### config.mk
export PLATFORM = sky130hd
export DESIGN_NAME = stg_if
export DESIGN_NICKNAME = d
export VERILOG_FILES = /design/src/rtl/stg_if_pkg.sv /design/src/rtl/stg_if_skid.sv /design/src/rtl/stg_if.sv
export SDC_FILE = /design/constraint.sdc
export NUM_CORES = 1
export LEC_CHECK = 0
export ABC_AREA = 1
export CORE_MARGIN = 2
export CORE_UTILIZATION = 45
export DETAILED_ROUTE_END_ITERATION = 6
export GPL_ROUTABILITY_DRIVEN = 1
export PLACE_DENSITY = 0.7
export SLEW_MARGIN = 0
export SYNTH_ARGS = -nofsm -noshare
export SYNTH_HDL_FRONTEND = slang
export SYNTH_SLANG_ARGS = --single-unit
### constraint.sdc
create_clock -name iw_clk -period 5 [get_ports iw_clk]
set_input_delay 1 -clock iw_clk [delete_from_list [all_inputs] [get_ports iw_clk]]
set_output_delay 1 -clock iw_clk [all_outputs]
set_load 0.03 [all_outputs]
### src/rtl/stg_if_pkg.sv
// Shared widths, FSM state codes and the bubble encoding for the instruction-fetch stage.
package stg_if_pkg;

    localparam int SIZE_ADDR = 16;
    localparam int SIZE_DATA = 32;

    typedef enum logic [1:0] {
        S_IDLE = 2'd0,
        S_REQ  = 2'd1,
        S_WAIT = 2'd2,
        S_HOLD = 2'd3
    } fetch_state_e;

    localparam logic [SIZE_DATA-1:0] INSTR_BUBBLE = {SIZE_DATA{1'b0}};
    localparam logic [SIZE_ADDR-1:0] PC_BUBBLE    = {SIZE_ADDR{1'b0}};

endpackage

### src/rtl/stg_if_skid.sv
// One-entry pc/instr holding register; parks a fetched word while the next stage stalls.
module if_skid
    import stg_if_pkg::*;
(
    input  logic                 iw_clk,
    input  logic                 iw_rst,
    input  logic                 load,
    input  logic                 clear,
    input  logic [SIZE_ADDR-1:0] pc_in,
    input  logic [SIZE_DATA-1:0] instr_in,
    output logic                 valid,
    output logic [SIZE_ADDR-1:0] pc,
    output logic [SIZE_DATA-1:0] instr
);

    logic                 valid_r;
    logic [SIZE_ADDR-1:0] pc_r;
    logic [SIZE_DATA-1:0] instr_r;

    // Holding register; clear wins over load so a flush always empties the entry.
    always_ff @(posedge iw_clk or posedge iw_rst) begin
        if (iw_rst) begin
            valid_r <= 1'b0;
            pc_r    <= PC_BUBBLE;
            instr_r <= INSTR_BUBBLE;
        end else if (clear) begin
            valid_r <= 1'b0;
            pc_r    <= PC_BUBBLE;
            instr_r <= INSTR_BUBBLE;
        end else if (load) begin
            valid_r <= 1'b1;
            pc_r    <= pc_in;
            instr_r <= instr_in;
        end else begin
            valid_r <= valid_r;
            pc_r    <= pc_r;
            instr_r <= instr_r;
        end
    end

    assign valid = valid_r;
    assign pc    = pc_r;
    assign instr = instr_r;

endmodule

### src/rtl/stg_if.sv
// Instruction-fetch stage: drives a single-outstanding req/gnt/rvalid memory port and
// registers each fetched {pc, instr} for the expand stage, honouring flush and stall.
module stg_if
    import stg_if_pkg::*;
#(
    parameter logic [SIZE_ADDR-1:0] P_RESET_PC = {SIZE_ADDR{1'b0}},
    parameter logic [SIZE_ADDR-1:0] P_PC_STEP  = {{(SIZE_ADDR-1){1'b0}}, 1'b1}
) (
    input  logic                 iw_clk,
    input  logic                 iw_rst,
    input  logic                 iw_flush,
    input  logic [SIZE_ADDR-1:0] iw_redirect_pc,
    input  logic                 iw_stall,
    output logic                 ow_imem_req,
    output logic [SIZE_ADDR-1:0] ow_imem_addr,
    input  logic                 iw_imem_gnt,
    input  logic                 iw_imem_rvalid,
    input  logic [SIZE_DATA-1:0] iw_imem_rdata,
    output logic [SIZE_ADDR-1:0] ow_pc,
    output logic [SIZE_DATA-1:0] ow_instr
);

    fetch_state_e         state_r, state_s;
    logic [SIZE_ADDR-1:0] pc_r, pc_s;
    logic [SIZE_ADDR-1:0] fetch_pc_r, fetch_pc_s;
    logic                 drop_r, drop_s;
    logic [SIZE_ADDR-1:0] out_pc_r, out_pc_s;
    logic [SIZE_DATA-1:0] out_instr_r, out_instr_s;
    logic                 skid_load_s, skid_clear_s, skid_valid_s;
    logic [SIZE_ADDR-1:0] skid_pc_s;
    logic [SIZE_DATA-1:0] skid_instr_s;
    logic                 deliver_s;
    logic [SIZE_ADDR-1:0] dlv_pc_s;
    logic [SIZE_DATA-1:0] dlv_instr_s;

    if_skid u_skid (
        .iw_clk   (iw_clk),
        .iw_rst   (iw_rst),
        .load     (skid_load_s),
        .clear    (skid_clear_s),
        .pc_in    (fetch_pc_r),
        .instr_in (iw_imem_rdata),
        .valid    (skid_valid_s),
        .pc       (skid_pc_s),
        .instr    (skid_instr_s)
    );

    // Next-state, PC and delivery decode; flush overrides every other event this cycle.
    always_comb begin
        state_s      = state_r;
        pc_s         = pc_r;
        fetch_pc_s   = fetch_pc_r;
        drop_s       = drop_r;
        skid_load_s  = 1'b0;
        skid_clear_s = 1'b0;
        deliver_s    = 1'b0;
        dlv_pc_s     = PC_BUBBLE;
        dlv_instr_s  = INSTR_BUBBLE;
        if (iw_flush) begin
            pc_s         = iw_redirect_pc;
            skid_clear_s = 1'b1;
            case (state_r)
                S_REQ: begin
                    if (iw_imem_gnt) begin
                        // The granted read still returns; mark it to be thrown away.
                        state_s = S_WAIT;
                        drop_s  = 1'b1;
                    end else begin
                        state_s = S_REQ;
                    end
                end
                S_WAIT: begin
                    if (iw_imem_rvalid) begin
                        state_s = S_REQ;
                        drop_s  = 1'b0;
                    end else begin
                        state_s = S_WAIT;
                        drop_s  = 1'b1;
                    end
                end
                default: state_s = S_REQ;
            endcase
        end else begin
            case (state_r)
                S_IDLE: state_s = S_REQ;
                S_REQ: begin
                    if (iw_imem_gnt) begin
                        fetch_pc_s = pc_r;
                        state_s    = S_WAIT;
                    end else begin
                        state_s = S_REQ;
                    end
                end
                S_WAIT: begin
                    if (iw_imem_rvalid) begin
                        state_s = S_REQ;
                        if (drop_r) begin
                            drop_s = 1'b0;
                        end else if (!iw_stall) begin
                            deliver_s   = 1'b1;
                            dlv_pc_s    = fetch_pc_r;
                            dlv_instr_s = iw_imem_rdata;
                            pc_s        = fetch_pc_r + P_PC_STEP;
                        end else begin
                            skid_load_s = 1'b1;
                            state_s     = S_HOLD;
                        end
                    end else begin
                        state_s = S_WAIT;
                    end
                end
                S_HOLD: begin
                    if (!iw_stall) begin
                        deliver_s    = 1'b1;
                        dlv_pc_s     = skid_valid_s ? skid_pc_s : PC_BUBBLE;
                        dlv_instr_s  = skid_valid_s ? skid_instr_s : INSTR_BUBBLE;
                        pc_s         = pc_r + P_PC_STEP;
                        skid_clear_s = 1'b1;
                        state_s      = S_REQ;
                    end else begin
                        state_s = S_HOLD;
                    end
                end
                default: state_s = S_IDLE;
            endcase
        end
    end

    // Output latch: flush bubbles, a delivery loads, otherwise stall holds and idle bubbles.
    always_comb begin
        out_pc_s    = out_pc_r;
        out_instr_s = out_instr_r;
        if (iw_flush) begin
            out_pc_s    = PC_BUBBLE;
            out_instr_s = INSTR_BUBBLE;
        end else if (deliver_s) begin
            out_pc_s    = dlv_pc_s;
            out_instr_s = dlv_instr_s;
        end else if (iw_stall) begin
            out_pc_s    = out_pc_r;
            out_instr_s = out_instr_r;
        end else begin
            out_pc_s    = PC_BUBBLE;
            out_instr_s = INSTR_BUBBLE;
        end
    end

    // State, PC and output registers.
    always_ff @(posedge iw_clk or posedge iw_rst) begin
        if (iw_rst) begin
            state_r     <= S_IDLE;
            pc_r        <= P_RESET_PC;
            fetch_pc_r  <= PC_BUBBLE;
            drop_r      <= 1'b0;
            out_pc_r    <= PC_BUBBLE;
            out_instr_r <= INSTR_BUBBLE;
        end else begin
            state_r     <= state_s;
            pc_r        <= pc_s;
            fetch_pc_r  <= fetch_pc_s;
            drop_r      <= drop_s;
            out_pc_r    <= out_pc_s;
            out_instr_r <= out_instr_s;
        end
    end

    assign ow_imem_req  = (state_r == S_REQ);
    assign ow_imem_addr = ow_imem_req ? pc_r : PC_BUBBLE;
    assign ow_pc        = out_pc_r;
    assign ow_instr     = out_instr_r;

endmodule

==> impl_metrics.toml <==
[sta]
fmaxAchievable_ghz = 0.281
layout_worst_path_cycle_share_pct = 71.1
timing_max_transition_violations_final = 0
setup_total_negative_slack_ns = 0
final-setup-viol-count = 0
finalWorstPathRequiredPeriod_ns = 3.56
hold_viol = 0
timing_worst_slew_pin_value_ns = 0.966
finalClockSkew_ns = 0.00993
grt_setup_unrepaired = "no"
max-slew-margin-rel_pct = 35.4

[cts]
worst_path_clk_slew_ns = 0.05
clk_root_buffer_cell = "sky130_fd_sc_hd__clkbuf_16"
clk_latency_ns = 0.42
clk_path_buf_depth = 2
cts_buffers = 17
cts_resized = 0
tritoncts = "yes"
cts.htree.levels = 4
post_cts.repair.setup_buffers = 0
tritoncts_num_sinks = 132
hold_buf_cts = 0

[yosys]
synth-seq-area-share_pct = 48.6
synth_fa_ha_area_share_pct = 0.921
synthSimpleGateAreaFrac_pct = 18.3
synthDominantCellAreaShare_pct = 48.6
synth.ff_latch_count = 132
synth_compound_gate_area_share_pct = 17.0
mappedNetlistArea_um2 = 6790
postSynthNetCount = 917
synth.mux.area_fraction_pct = 0
syn-instance-count = 858
ys_types = 32
synth_area_per_cell_um2 = 7.92
dominant_combinational_cell_family_by_area_after_synthesis = "simple AND/OR/NAND/NOR gates"
netlist_top_cells_area = "sky130_fd_sc_hd__dfrtp_1, sky130_fd_sc_hd__inv_1, sky130_fd_sc_hd__o22ai_1"
yosys_warnings = 0
yosys.area.top_type = "sky130_fd_sc_hd__dfrtp_1"
synthXorXnorAreaFrac_pct = 0.516

[pwr]
p_per_area_nw_per_um2 = 465
p_comb_share_pct = 35.6
p_int_mw = 2.48
total_switching_power_mw = 1.51
ir_drop_v = 0.000349
p_leak_nw = 3.84
power.share.clock_pct = 31.0
switching_share_pct = 37.8
seq_power_share_pct = 33.4

[route]
detail_route.wl_per_cell_um = 14.5
vias = 5909
drtPass1Iterations = 6
top_routing_layer_used = "met4"
post_dr_vias_cell = 5.15
first_iter_violations = 508
met2_layer_wire_length_in_the_routed_design_mm = 7.75
wl_mm = 16.7
met1_length_mm = 7.76
drt_drc_violations_left = 0
dr_wl_met3_um = 976
antenna_left = 0

[floorplanning]
floorplan.die.width_um = 127
boundary_pins = 119
fp.dieH_um = 127
core-area_um2 = 14600
rows = 44
fp.dieArea_um2 = 16100
effective_utilization_at_floorplan_pct = 46.4

[cells_and_area]
nFillCells = 1336
final_common_cell = "sky130_fd_sc_hd__inv_1"
post_route_cells_drive_above_1_share_pct = 7.47
area_growth_syn_to_layout_pct = 26.4
num_antenna_cells = 0
layout.core_utilization_pct = 58.6
num-nets-final = 1011
instances_no_fill = 1148
layout.cells.most_common_list = "sky130_fd_sc_hd__inv_1, sky130_fd_sc_hd__nand2_1, sky130_fd_sc_hd__dfrtp_1"

[worst_setup_path]
arrival_ns = 3.86
critPathCaptureType = "register"
startpoint_type = "input pin"
worst-path-max-fanout = 50
cp_required_ns = 5.30
timing_worst_setup_path_type = "in2reg"

[global_route]
gr-total-overflow = 0
number_of_global_route_vias_before_repair = 5690
grt_first_pass_wirelength_mm = 27.9
grt_start_max_net_pins = 70
grt_antenna_before_repair = 0
gr-usage-all-layers_pct = 21.5

[hold_path]
worstHoldPathType = "reg2reg"

[placed_design]
placedCellCount = 1117
dpl.hpwl_mm = 10.7
port_buffers = 118
replace_congestion = 0.874

[flow_run]
cap_viol_max_count = 0

[outcome]
status = "complete, no violations"
==> critical path, cell delays in order <==
cell                              delay [ns]
sky130_fd_sc_hd__clkdlybuf4s50_1        0.79
sky130_fd_sc_hd__inv_2                  0.32
sky130_fd_sc_hd__nand3_2                0.16
sky130_fd_sc_hd__buf_4                  0.49
sky130_fd_sc_hd__nand2_2                0.71
sky130_fd_sc_hd__o22ai_1                0.35
==> Yosys cell counts, drive strengths merged <==
library cell and number:
inv 188, nor2 46, nor3 1, o22ai 100
o211ai 2, o21ai 87, nand4 2, a21boi 1
a21oi 7, buf 27, clkbuf 27, a22oi 1
xor2 4, a31oi 1, ha 5, dfrtp 132
nand2 157, nand3 70
==> registers in the layout (all words and copies together) (netlist names) <==
| signal | count |
|---|---|
| ow_instr | 32 |
| u_skid.instr | 32 |
| fetch_pc_r | 16 |
| ow_pc | 16 |
| pc_r | 16 |
| u_skid.pc | 16 |
| state_r | 2 |
| drop_r | 1 |
| u_skid.valid | 1 |
==> metrics by stage <==
stage | setup WS, ns | hold slack (ns) | power, mW | instance area (µm²)
floorplan | 0.474 | 0.442 | 2.38 | 6790
global placement | 1.20 | 0.455 | 2.74 | 8000
detailed placement | 1.09 | 0.462 | 2.76 | 8000
CTS | 1.51 | 0.476 | 4.01 | 8580
global route | 1.19 | 0.510 | 4.25 | 8580
finish | 1.44 | 0.474 | 3.99 | 8580
==> logic make-up after synthesis <==
family                     Yosys count
and+or+nand+nor                    276
xor gates and xnor gates             4
adders and majority gates            5
AOI/OAI and AO/OA                  199
DFF                                132
buffers and inverters              242
==> metal layers <==
layer	vias to the layer above	global-route usage (%)
li1	2955	-
met4	0	7.24
met3	19	4.01
met1	2740	29.2
met5	-	0
met2	195	34.9
==> layout make-up <==
class / instances / area, µm² / area share [%]
flip-flops and latches: 132 / 3300 / 38.5
inverters: 188 / 708 / 8.25
clock inverters: 10 / 133 / 1.55
multi-input cells: 484 / 2500 / 29.1
well taps: 184 / 230 / 2.68
clock buffers: 21 / 450 / 5.25
repair buffers: 129 / 1260 / 14.7
==> power groups by stage <==
stage / registers [mW] / logic [mW] / clock network (mW)
5_1_grt: 1.35 / 1.60 / 1.30
6_report: 1.33 / 1.42 / 1.24
4_1_cts: 1.33 / 1.42 / 1.25
3_3_place_gp: 1.35 / 1.40 / 0
3_5_place_dp: 1.35 / 1.41 / 0
2_1_floorplan: 1.31 / 1.07 / 0
==> path summary, 6_finish.rpt <==
path                               from          endpoint  slack, ns  depth (start not counted)
min in group asynchronous        iw_rst      ow_instr[17]       1.13                          2
min reg2reg                u_skid.valid      u_skid.valid       0.47                          2
max in group asynchronous        iw_rst      u_skid.pc[3]       3.03                          3
max reg2reg                  state_r[0]  u_skid.instr[11]       2.36                          8
min                        u_skid.valid      u_skid.valid       0.47                          2
max                            iw_flush  u_skid.instr[11]       1.44                          6
(Power assumes the default switching activity.)
